--- src/rtl/muldiv_unit.sv ---
// rtl/muldiv_unit.sv - Iterative RV32M multiply/divide unit (option: MULDIV_FAST_MUL_EN single-cycle multiply)
module muldiv_unit #(
    parameter int XLEN = 32
) (
    input  logic            clk,
    input  logic            rst,
    input  logic            start,
    input  logic [2:0]      funct3,
    input  logic [XLEN-1:0] op_a,
    input  logic [XLEN-1:0] op_b,
    input  logic [4:0]      rd_in,
    output logic            busy,
    output logic            done,
    output logic [XLEN-1:0] result,
    output logic [4:0]      rd_out
);

    localparam logic [1:0] S_IDLE = 2'd0;
    localparam logic [1:0] S_CALC = 2'd1;
    localparam logic [1:0] S_FIX  = 2'd2;
    localparam logic [1:0] S_DONE = 2'd3;

    logic [1:0]        state;
    logic [5:0]        cnt;
    logic [2*XLEN-1:0] acc;
    logic [XLEN:0]     rem;
    logic [XLEN-1:0]   mag_a;
    logic [XLEN-1:0]   mag_b;
    logic [2:0]        op_q;
    logic              neg_q;
    logic [4:0]        rd_q;

    // Capture-side decode: signedness, magnitudes and short-circuit detection
    logic            a_signed;
    logic            b_signed;
    logic            sign_a;
    logic            sign_b;
    logic [XLEN-1:0] cap_mag_a;
    logic [XLEN-1:0] cap_mag_b;
    logic            div_zero;
    logic            div_ovf;
    logic [XLEN-1:0] short_res;

    assign a_signed  = (funct3 != 3'b011) && (funct3 != 3'b101) && (funct3 != 3'b111);
    assign b_signed  = (funct3 == 3'b000) || (funct3 == 3'b001) ||
                       (funct3 == 3'b100) || (funct3 == 3'b110);
    assign sign_a    = a_signed & op_a[XLEN-1];
    assign sign_b    = b_signed & op_b[XLEN-1];
    assign cap_mag_a = sign_a ? -op_a : op_a;
    assign cap_mag_b = sign_b ? -op_b : op_b;
    assign div_zero  = funct3[2] && (op_b == {XLEN{1'b0}});
    assign div_ovf   = ((funct3 == 3'b100) || (funct3 == 3'b110)) &&
                       (op_a == {1'b1, {(XLEN-1){1'b0}}}) && (op_b == {XLEN{1'b1}});
    // Overflow quotient equals the most-negative dividend itself
    assign short_res = div_zero ? (funct3[1] ? op_a : {XLEN{1'b1}})
                                : (funct3[1] ? {XLEN{1'b0}} : op_a);

`ifdef MULDIV_FAST_MUL_EN
    logic signed [2*XLEN-1:0] fast_a;
    logic signed [2*XLEN-1:0] fast_b;
    logic signed [2*XLEN-1:0] fast_p;
    logic [XLEN-1:0]          fast_word;

    assign fast_a    = {{XLEN{sign_a}}, op_a};
    assign fast_b    = {{XLEN{sign_b}}, op_b};
    assign fast_p    = fast_a * fast_b;
    assign fast_word = (funct3[1:0] == 2'b00) ? fast_p[XLEN-1:0] : fast_p[2*XLEN-1:XLEN];
`endif

    // Shift-add step: multiplier sits in the low half and drains LSB first
    logic [XLEN:0] mul_sum;
    assign mul_sum = {1'b0, acc[2*XLEN-1:XLEN]} + (acc[0] ? {1'b0, mag_a} : {(XLEN+1){1'b0}});

    // Restoring step: dividend bits leave acc MSB first, quotient bits enter at the LSB
    logic [XLEN+1:0] rem_shift;
    logic [XLEN:0]   rem_diff;
    logic            q_bit;
    assign rem_shift = {rem, acc[XLEN-1]};
    assign q_bit     = rem_shift >= {2'b00, mag_b};
    assign rem_diff  = rem_shift[XLEN:0] - {1'b0, mag_b};

    logic [2*XLEN-1:0] mul_fix;
    logic [XLEN-1:0]   quo_fix;
    logic [XLEN-1:0]   rem_fix;
    logic [XLEN-1:0]   fix_word;

    assign mul_fix  = neg_q ? -acc : acc;
    assign quo_fix  = neg_q ? -acc[XLEN-1:0] : acc[XLEN-1:0];
    assign rem_fix  = neg_q ? -rem[XLEN-1:0] : rem[XLEN-1:0];
    assign fix_word = op_q[2] ? (op_q[1] ? rem_fix : quo_fix)
                              : ((op_q[1:0] == 2'b00) ? mul_fix[XLEN-1:0] : mul_fix[2*XLEN-1:XLEN]);

    always_ff @(posedge clk) begin
        if (rst) begin
            state  <= S_IDLE;
            cnt    <= 6'd0;
            acc    <= {(2*XLEN){1'b0}};
            rem    <= {(XLEN+1){1'b0}};
            mag_a  <= {XLEN{1'b0}};
            mag_b  <= {XLEN{1'b0}};
            op_q   <= 3'b000;
            neg_q  <= 1'b0;
            rd_q   <= 5'd0;
            result <= {XLEN{1'b0}};
            rd_out <= 5'd0;
        end else begin
            case (state)
                S_CALC: begin
                    if (op_q[2]) begin
                        rem <= q_bit ? rem_diff : rem_shift[XLEN:0];
                        acc <= {acc[2*XLEN-1:XLEN], acc[XLEN-2:0], q_bit};
                    end else begin
                        acc <= {mul_sum, acc[XLEN-1:1]};
                    end
                    cnt <= cnt + 6'd1;
                    if (cnt == 6'd31) begin
                        state <= S_FIX;
                    end
                end
                S_FIX: begin
                    result <= fix_word;
                    rd_out <= rd_q;
                    cnt    <= 6'd0;
                    state  <= S_DONE;
                end
                default: begin
                    // IDLE and DONE accept a new request identically
                    if (start) begin
                        op_q  <= funct3;
                        rd_q  <= rd_in;
                        neg_q <= (funct3[2] && funct3[1]) ? sign_a : (sign_a ^ sign_b);
                        mag_a <= cap_mag_a;
                        mag_b <= cap_mag_b;
                        cnt   <= 6'd0;
                        rem   <= {(XLEN+1){1'b0}};
                        acc   <= {{XLEN{1'b0}}, (funct3[2] ? cap_mag_a : cap_mag_b)};
                        if (div_zero || div_ovf) begin
                            result <= short_res;
                            rd_out <= rd_in;
                            state  <= S_DONE;
`ifdef MULDIV_FAST_MUL_EN
                        end else if (!funct3[2]) begin
                            result <= fast_word;
                            rd_out <= rd_in;
                            state  <= S_DONE;
`endif
                        end else begin
                            state <= S_CALC;
                        end
                    end else begin
                        state <= S_IDLE;
                    end
                end
            endcase
        end
    end

    assign busy = (state == S_CALC) || (state == S_FIX);
    assign done = (state == S_DONE);

endmodule

--- config.mk ---
export PLATFORM = sky130hd
export DESIGN_NAME = muldiv_unit
export DESIGN_NICKNAME = d
export VERILOG_FILES = /design/src/rtl/muldiv_unit.sv
export SDC_FILE = /design/constraint.sdc
export NUM_CORES = 1
export LEC_CHECK = 0
export BUFFER_PORTS_ARGS = -buffer_cell sky130_fd_sc_hd__buf_2
export CELL_PAD_IN_SITES_DETAIL_PLACEMENT = 0
export CELL_PAD_IN_SITES_GLOBAL_PLACEMENT = 1
export CORE_MARGIN = 2
export CORE_UTILIZATION = 50
export DETAILED_ROUTE_END_ITERATION = 16
export GPL_ROUTABILITY_DRIVEN = 1
export PLACE_DENSITY = 0.89
export SETUP_SLACK_MARGIN = 0.3
export SLEW_MARGIN = 20
export SYNTH_ARGS = -nofsm -noshare
export SYNTH_HDL_FRONTEND = slang
export SYNTH_SLANG_ARGS = --single-unit
export TNS_END_PERCENT = 5
--- constraint.sdc ---
create_clock -name clk -period 5 [get_ports clk]
set_input_delay 0.25 -clock clk [delete_from_list [all_inputs] [get_ports clk]]
set_output_delay 0.25 -clock clk [all_outputs]
set_load 0.02 [all_outputs]
==> results of run 1 <==
==> cell type report <==
type,count,area (sq um)
Tap cell,448,561
Fill cell,3247,14800
Inverter,77,289
Sequential cell,215,4310
Clock inverter,6,98.8
Timing Repair Buffer,145,823
Antenna cell,1,2.50
Clock buffer,38,744
Multi-Input combinational cell,1828,12000
==> power by group through the flow <==
| stage | registers, W | logic, W | clock network, W |
|---|---|---|---|
| after detailed placement | 0.00266 | 0.00420 | 0 |
| after global placement | 0.00266 | 0.00417 | 0 |
| final | 0.00267 | 0.00434 | 0.00192 |
| after CTS | 0.00263 | 0.00423 | 0.00193 |
| after floorplan | 0.00245 | 0.00302 | 0 |
| after global routing | 0.00269 | 0.00470 | 0.00201 |
==> kinds of logic after synthesis <==
group                      Yosys count  share of synthesized area
and+or+nand+nor                    736                      0.205
AOI/OAI and AO/OA                  723                      0.275
buffers and inverters              227                     0.0527
DFF                                215                      0.251
xor gates and xnor gates           189                     0.0967
adders and majority gates           97                     0.0686
muxes                               83                     0.0506
==> worst max-delay path by stage <==
stage	startpoint	slack, ps	cells past startpoint	to
floorplan	acc[0]	1790	14	acc[62]
global placement	acc[31]	1200	14	rem[14]
detailed placement	acc[31]	1060	14	rem[23]
CTS	acc[31]	1040	14	rem[23]
global route	acc[31]	710	14	rem[23]
finish	acc[31]	960	14	rem[23]
==> cell usage in the layout, fill, tap and decap left out, drive strengths merged, types with 23 or more instances in the layout <==
cell    netlist  routed
nor2        235     235
dfxtp       215     215
nand2       210     210
a21oi       192     192
o21ai       161     161
buf          25     139
xnor2        97      97
a211oi       92      92
xor2         92      92
inv          76      77
ha           73      73
mux2i        64      64
nor3         51      51
and2         46      46
o31ai        44      44
clkbuf      125      38
nand3        34      34
or3          27      27
or4          26      26
a21o         25      25
o211ai       24      24
a31oi        23      23
==> through the flow <==
step | worst slack (ps) | total power (W)
final | 962 | 0.00893
after global routing | 707 | 0.00940
after CTS | 1040 | 0.00879
after detailed placement | 1060 | 0.00687
after global placement | 1200 | 0.00683
after floorplan | 1790 | 0.00547
==> flip-flops by register name, indices dropped and copies added (netlist names) <==
signal / flops
result: 32
mag_a: 32
mag_b: 32
acc: 64
state: 2
rd_out: 5
rd_q: 5
neg_q: 1
rem: 33
cnt: 6
op_q: 3
==> routing by layer <==
layer  routed length, um  part of all wire  track usage  vias to the layer above
li1                    -                 -            -                     8335
met1               29300              0.44        0.512                     8381
met2               27500              0.42        0.535                      855
met3                7150              0.11       0.0940                      119
met4                2320             0.035        0.114                        4
met5                  31           0.00047            0                        -
==> worst min-delay path, cell delays in order <==
cell and delay, ps:
buf_2 150, nand2_1 90, a21oi_1 60
==> flow_summary.toml, run 1 <==
[setup_path]
cp.arrival_ps = 4450
endpoint_kind = "flip-flop"
cp_slowest_stage_delay_ps = 470
reg2regPathDepth = 14
path_common_cell = "a21oi_1"
r2r_end = "rem[23]"
crit_type = "reg -> reg"
path_max_fanout = 41
path_cells = "inv_1 -> ha_1 -> inv_1 -> fa_1 -> a21oi_1 -> o21ai_0 -> a21oi_1 -> o21ai_1 -> a21oi_1 -> o41ai_2 -> a41oi_4 -> buf_4 -> nand2b_1 -> o21ai_0"
critPathTopFamily = "compound AO/OA/AOI/OAI gates"
r2r-start = "acc[31]"
worst-path-buf-inv = 3
required_ps = 5410
start_kind = "flip-flop"
slowest_stage = "buf_4"
rrSetupSlack_ps = 960

[floorplan]
die_w_um = 189
coreArea_sq_um = 33600
die_area_sq_um = 35700
start_util = 0.509
io_pins = 114
rows = 67
dieHeight_um = 189

[timing]
setup_violations = 0
finClkSkew_ps = 24.6
drv_slew = 0
period_share = 0.808
period_needed_ps = 4040
setup-tns-final_ps = 0
timing.fmax_ghz = 0.248
relSlewSlack = 0.292
final_hold_viol_count = 0
timing.hold.ws_ps = 44.0
tightest_slew_ps = 1060
rsz0062_at_grt = "no"

[global_routing]
grt_pass1_wl_um = 99700
grt_pass1_vias = 16200
antenna_found_initial = 2
grt_max_degree = 92
track_usage = 0.362
grt_overflow = 0

[clock_tree]
cts_setup_buffers = 0
cts_resized = 0
htreeDepth = 1
clkSinkCount = 215
cts_tree = "done"
clk_path_buf_depth = 3
cts_hold_buffers = 6
clk_pin_slew_worst_paths_ps = 60
cts_buffers = 25
root_buffer = "clkbuf_16"
clk_latency_ps = 550

[synth]
synthCells = 2270
synth_ff_type = "dfxtp_1"
synth.most_common_cell = "nor2_1"
syn_area_sq_um = 17100
synth_seq_cells = 215
async_reset_ff_frac = 0
synth_largest_area_cell = "dfxtp_1"
seq_area_frac_synth = 0.251
synth_top_area_share = 0.251
synth.distinct_cells = 85
ys_top_cells_by_area = "dfxtp_1 25%, a21oi_1 5.6%, ha_1 5.3%"
synth_edf_count = 0
avgSynthCellArea_sq_um = 7.54
yosysWarningCount = 0
synth_nets = 2420
yosys-top-cells-count = "235 x nor2_1, 215 x dfxtp_1, 210 x nand2_1"

[place]
port_buffers = 113
gp_congestion = 0.983
place_area_sq_um = 17900
dp_cells = 2707
hpwl_um = 50900

[routing]
drt_wl_total_um = 66300
vias_per_cell = 6.42
ant_nets = 0
first_iter_violations = 2022
firstDrtPassIters = 6
drc = 0
wire_per_inst_um = 24.0
vias = 17700

[pwr]
powerDensity_nw_per_um2 = 475
p_seq_frac = 0.299
clkPwrFrac = 0.215
p_switching_w = 0.00422
p_int_w = 0.00472
peakVddDrop_v = 0.000738
switching_share = 0.472
pwr-share-comb = 0.486
leakage_nw = 7.57

[min_path]
hold_end = "mag_a[0]"
hold_depth = 3
holdCritStartpoint = "op_a[0]"
hold_path_class = "in -> reg"

[layout]
final_area_sq_um = 18800
layout.cells.non_filler = 2758
area_growth_syn_to_layout_pct = 9.75
final_util = 0.559
layout.nets = 2442
drive_gt1_frac = 0.101

[run_status]
status = "complete, no violations"

[flow_run]
maxCapViolations = 0
(Power assumes the default switching activity.)
==> run 2, diff against run 1 <==
--- a/config.mk
+++ b/config.mk
@@ -9,10 +9,10 @@
 export CELL_PAD_IN_SITES_DETAIL_PLACEMENT = 0
 export CELL_PAD_IN_SITES_GLOBAL_PLACEMENT = 1
 export CORE_MARGIN = 2
-export CORE_UTILIZATION = 50
+export CORE_UTILIZATION = 46
 export DETAILED_ROUTE_END_ITERATION = 16
 export GPL_ROUTABILITY_DRIVEN = 1
-export PLACE_DENSITY = 0.89
+export PLACE_DENSITY = 0.83
 export SETUP_SLACK_MARGIN = 0.3
 export SLEW_MARGIN = 20
 export SYNTH_ARGS = -nofsm -noshare
==> constraint.sdc (replaced) <==
create_clock -name clk -period 4 [get_ports clk]
set_input_delay 0.2 -clock clk [delete_from_list [all_inputs] [get_ports clk]]
set_output_delay 0.2 -clock clk [all_outputs]
set_load 0.02 [all_outputs]
==> run 2 against run 1 <==
  * Final cell count rose by 1.8%
  * Global-route usage fell by 3.3 points
  * Setup slack got worse by 440 ps
  * Clock-buffer cell count rose by 6
  * Sequential power rose by 23%
  * Register-to-register slack got worse by 440 ps
  * Non-clock buffer count rose by 22
  * Routed wire length fell by 1.4%
  * Core utilization fell by 3.7 points
==> flow_summary.toml, run 2 (synthesized netlist as in run 1, its figures left out) <==
[timing]
timing.fmax_ghz = 0.288
timing.hold.ws_ps = 27.5
rsz0062_at_grt = "yes"
tightest_slew_ps = 1090
finClkSkew_ps = 61.0
final_hold_viol_count = 0
setup_violations = 0
setup-tns-final_ps = 0
drv_slew = 0
relSlewSlack = 0.272
period_share = 0.868
period_needed_ps = 3470

[setup_path]
reg2regPathDepth = 14
rrSetupSlack_ps = 530
crit_type = "reg -> reg"
start_kind = "flip-flop"
cp-startpoint = "acc[0]"
endpoint_kind = "flip-flop"
r2r-start = "acc[0]"
path_max_fanout = 12
endpoint = "acc[55]"
required_ps = 4500
cp.arrival_ps = 3970
r2r_end = "acc[55]"

[routing]
vias_per_cell = 6.36
first_iter_violations = 2026
firstDrtPassIters = 5
wire_per_inst_um = 23.3
drc = 0
vias = 17900
ant_nets = 0
drt_wl_total_um = 65300

[place]
gp_congestion = 0.984
port_buffers = 113
hpwl_um = 50000

[floorplan]
dieHeight_um = 197
rows = 70
start_util = 0.468
die_w_um = 197
die_area_sq_um = 38800
coreArea_sq_um = 36600
io_pins = 114

[pwr]
powerDensity_nw_per_um2 = 595
leakage_nw = 7.73
peakVddDrop_v = 0.000410

[flow_run]
maxCapViolations = 0

[global_routing]
grt_pass1_wl_um = 98100
track_usage = 0.329
grt_overflow = 0
grt_max_degree = 135
antenna_found_initial = 0
grt_pass1_vias = 16200

[clock_tree]
cts_tree = "done"
clkSinkCount = 215
clk_pin_slew_worst_paths_ps = 60
root_buffer = "clkbuf_16"
clk_path_buf_depth = 3
htreeDepth = 1
cts_buffers = 28
clk_latency_ps = 610

[layout]
layout.nets = 2467
layout_common_cells = "234 x nor2_1, 213 x dfxtp_1, 210 x nand2_1"
drive_gt1_frac = 0.110
layout_commonest_cell = "nor2_1"
largest_reg_flops = 64
max_flop_register = "acc"
multi_input_area_sq_um = 12000
top_regs = "acc: 64 flops, rem: 33 flops"
antennaDiodeCount = 0
regArea_sq_um = 4310
area_growth_syn_to_layout_pct = 11.7
fill_cells = 3620

[min_path]
hold_path_class = "in -> reg"

[run_status]
status = "complete, no violations"
-- run 2: worst min path at each step --
stage / from / to / slack (ps) / cells past startpoint
after floorplan: op_a[0] / mag_a[0] / 340 / 2
after global routing: op_b[27] / mag_b[27] / 20 / 3
final: op_b[0] / mag_b[0] / 30 / 3
after CTS: op_b[27] / mag_b[27] / 0.7 / 3
after global placement: result[21] / result[21] / 440 / 2
after detailed placement: result[29] / result[29] / 450 / 2
-- run 2: metrics by stage --
stage               utilization  setup slack [ps]  instances  area [sq um]  total power [W]
finish                    0.522               526       2807         19100           0.0114
global route              0.522               203       2807         19100           0.0120
CTS                       0.522               589       2807         19100           0.0112
detailed placement        0.494               593       2746         18100          0.00864
global placement          0.494               602       2746         18100          0.00859
floorplan                     -               789       2270         17100          0.00684
-- run 2: what timing repair did --
| item | in CTS | in global routing |
|---|---|---|
| endpoints found under the setup margin | 0 | 8 |
| buffers inserted | 0 | 0 |
| resized for setup | 0 | 2 |
| endpoints found under the hold margin | 14 | 0 |
| hold buffers | 9 | 0 |
-- run 2: critical path, cell delays in order, from the launching register on --
cell and delay [ps]:
dfxtp_1 510, and2_1 180, ha_1 260, inv_1 90
fa_1 410, nor2b_1 130, o21a_1 130, o21ai_0 120
o21ai_0 370, o221ai_2 260, o21ai_0 280, buf_4 200
a21boi_0 110, xnor2_1 140, a22o_1 180
-- run 2: metal layers --
| layer | global-route usage | wire length [um] | vias up |
|---|---|---|---|
| met1 | 0.478 | 29000 | 8445 |
| met4 | 0.130 | 2820 | 0 |
| met5 | 0 | 0 | - |
| met2 | 0.478 | 27200 | 889 |
| met3 | 0.0614 | 6320 | 134 |
| li1 | - | - | 8395 |
-- run 2: layout make-up --
cell class	count	area share
Tap cell	468	0.0306
Multi-Input combinational cell	1828	0.626
Clock buffer	44	0.0429
Timing Repair Buffer	167	0.0534
Sequential cell	215	0.225
Clock inverter	8	0.00635
Inverter	77	0.0151
-- run 2: report_power, final --
| group | switching, W | internal (W) |
|---|---|---|
| Combinational | 0.00360 | 0.00191 |
| Sequential | 0.000655 | 0.00263 |
| Clock | 0.00104 | 0.00154 |
==> run 3, diff against run 2 <==
==> constraint.sdc (replaced) <==
create_clock -name clk -period 3.5 [get_ports clk]
set_input_delay 0.175 -clock clk [delete_from_list [all_inputs] [get_ports clk]]
set_output_delay 0.175 -clock clk [all_outputs]
set_load 0.02 [all_outputs]
==> run 3 against run 2 <==
  * Routed wire length up 5.7%
  * Via count is 2.5% higher
  * Clock-buffer cell count shrank 8
  * Sequential share of layout area is 0.76 points lower
  * Combinational power grew 26%
  * Maximum frequency rose by 9.4%
  * Die area unchanged
  * Clock power is 23% higher
  * Clock skew decreased by 48 ps
  * Highest routed layer unchanged
  * Setup slack worse by 200 ps
  * Register-to-register slack got worse by 200 ps
  * Critical path depth is 4 lower
==> flow_summary.toml, run 3 (synthesized netlist as in run 1, its figures left out) <==
[run_status]
status = "complete, no violations"

[place]
hpwl_um = 52900
port_buffers = 113
dp_cells = 2804
place_area_sq_um = 18500
gp_congestion = 1.00

[setup_path]
worst-path-buf-inv = 2
endpoint_kind = "flip-flop"
cp_slowest_stage_delay_ps = 590
path_cells = "inv_1 -> ha_1 -> and3_2 -> nand4_1 -> or4_1 -> o211ai_1 -> a41oi_4 -> clkbuf_16 -> or4_1 -> nand2_1"
slowest_stage = "or4_1"
path_common_cell = "or4_1"
path_max_fanout = 13
crit_type = "reg -> reg"
cp.arrival_ps = 3700
required_ps = 4030
start_kind = "flip-flop"
critPathTopFamily = "simple AND/OR/NAND/NOR gates"

[timing]
rsz0062_at_grt = "yes"
relSlewSlack = 0.287
timing.hold.ws_ps = 5.81
final_hold_viol_count = 0
setup_violations = 0
period_needed_ps = 3180
period_share = 0.907
timing.fmax_ghz = 0.315
tightest_slew_ps = 1070
setup-tns-final_ps = 0
drv_slew = 0
finClkSkew_ps = 12.7

[global_routing]
grt_pass1_vias = 16500
antenna_found_initial = 5
grt_max_degree = 79
track_usage = 0.345
grt_pass1_wl_um = 102000
grt_overflow = 0

[layout]
final_area_sq_um = 19800
area_growth_syn_to_layout_pct = 15.6
top_regs = "acc: 64 flops, rem: 33 flops"
layout_common_cells = "232 x nor2_1, 212 x dfxtp_1, 210 x nand2_1"
max_flop_register = "acc"
layout.cells.non_filler = 2868
drive_gt1_frac = 0.143
largest_reg_flops = 64
layout_commonest_cell = "nor2_1"
layout.nets = 2526

[clock_tree]
clk_path_buf_depth = 3
htreeDepth = 1
clk_latency_ps = 590
clk_pin_slew_worst_paths_ps = 60
cts_buffers = 27
root_buffer = "clkbuf_16"
cts_tree = "done"
clkSinkCount = 215

[floorplan]
die_area_sq_um = 38800
coreArea_sq_um = 36600
io_pins = 114
dieHeight_um = 197
start_util = 0.468
die_w_um = 197
rows = 70

[pwr]
peakVddDrop_v = 0.000478
p_seq_frac = 0.262
powerDensity_nw_per_um2 = 694
pwr-share-comb = 0.507
fin_total_pwr_w = 0.0137
p_switching_w = 0.00637
switching_share = 0.464
clkPwrFrac = 0.231
p_int_w = 0.00737
leakage_nw = 8.18

[routing]
vias = 18300
firstDrtPassIters = 7
vias_per_cell = 6.38
drt_wl_total_um = 69100
drc = 0
ant_nets = 0
wire_per_inst_um = 24.1
first_iter_violations = 2173

[min_path]
hold_path_class = "in -> reg"

[flow_run]
maxCapViolations = 0
-- run 3: metrics by stage --
| step | setup slack [ps] | util |
|---|---|---|
| 3_3_place_gp | 91.1 | 0.507 |
| 3_5_place_dp | 120 | 0.507 |
| 4_1_cts | 227 | 0.536 |
| 6_report | 325 | 0.541 |
| 2_1_floorplan | 331 | - |
| 5_1_grt | 182 | 0.541 |
-- run 3: worst min-delay path, stage by stage --
cell and delay [ps]:
buf_2 110, xnor2_1 170, a211oi_1 90
-- run 3: path summary, 6_finish.rpt --
check	from	end	slack [ps]	depth (start not counted)
worst max-delay path	mag_b[7]	rem[32]	320	10
worst min-delay path	op_a[4]	mag_a[4]	6	3
worst max register to register	mag_b[7]	rem[32]	320	10
worst min register to register	result[21]	result[21]	440	2
-- run 3: repair_timing --
item | in CTS | in global routing
gates cloned | 0 | 1
setup endpoints to repair | 16 | 55
resized for setup | 1 | 27
hold buffers | 8 | 0
buffers inserted | 0 | 2
pin swaps | 0 | 9
hold endpoints to repair | 13 | 0
-- run 3: cell type report --
class	count	area, sq um
diodes	3	7.51
clock buffers	36	779
clock inverters	14	214
fillers	3504	16800
inverters	77	289
multi-input cells	1828	12100
flip-flops and latches	215	4310
well taps	468	586
repair buffers	227	1530
-- run 3: metal layers --
layer  part of all wire  GRT usage
met1               0.45      0.509
met2               0.42      0.504
met3               0.10     0.0643
met4              0.034      0.106
met5                  0          0
-- run 3: power by group through the flow --
stage	registers (W)	clock network (W)	logic, W
global route	0.00364	0.00329	0.00744
detailed placement	0.00361	0	0.00664
finish	0.00360	0.00317	0.00696
CTS	0.00356	0.00319	0.00668
global placement	0.00360	0	0.00659
floorplan	0.00350	0	0.00432
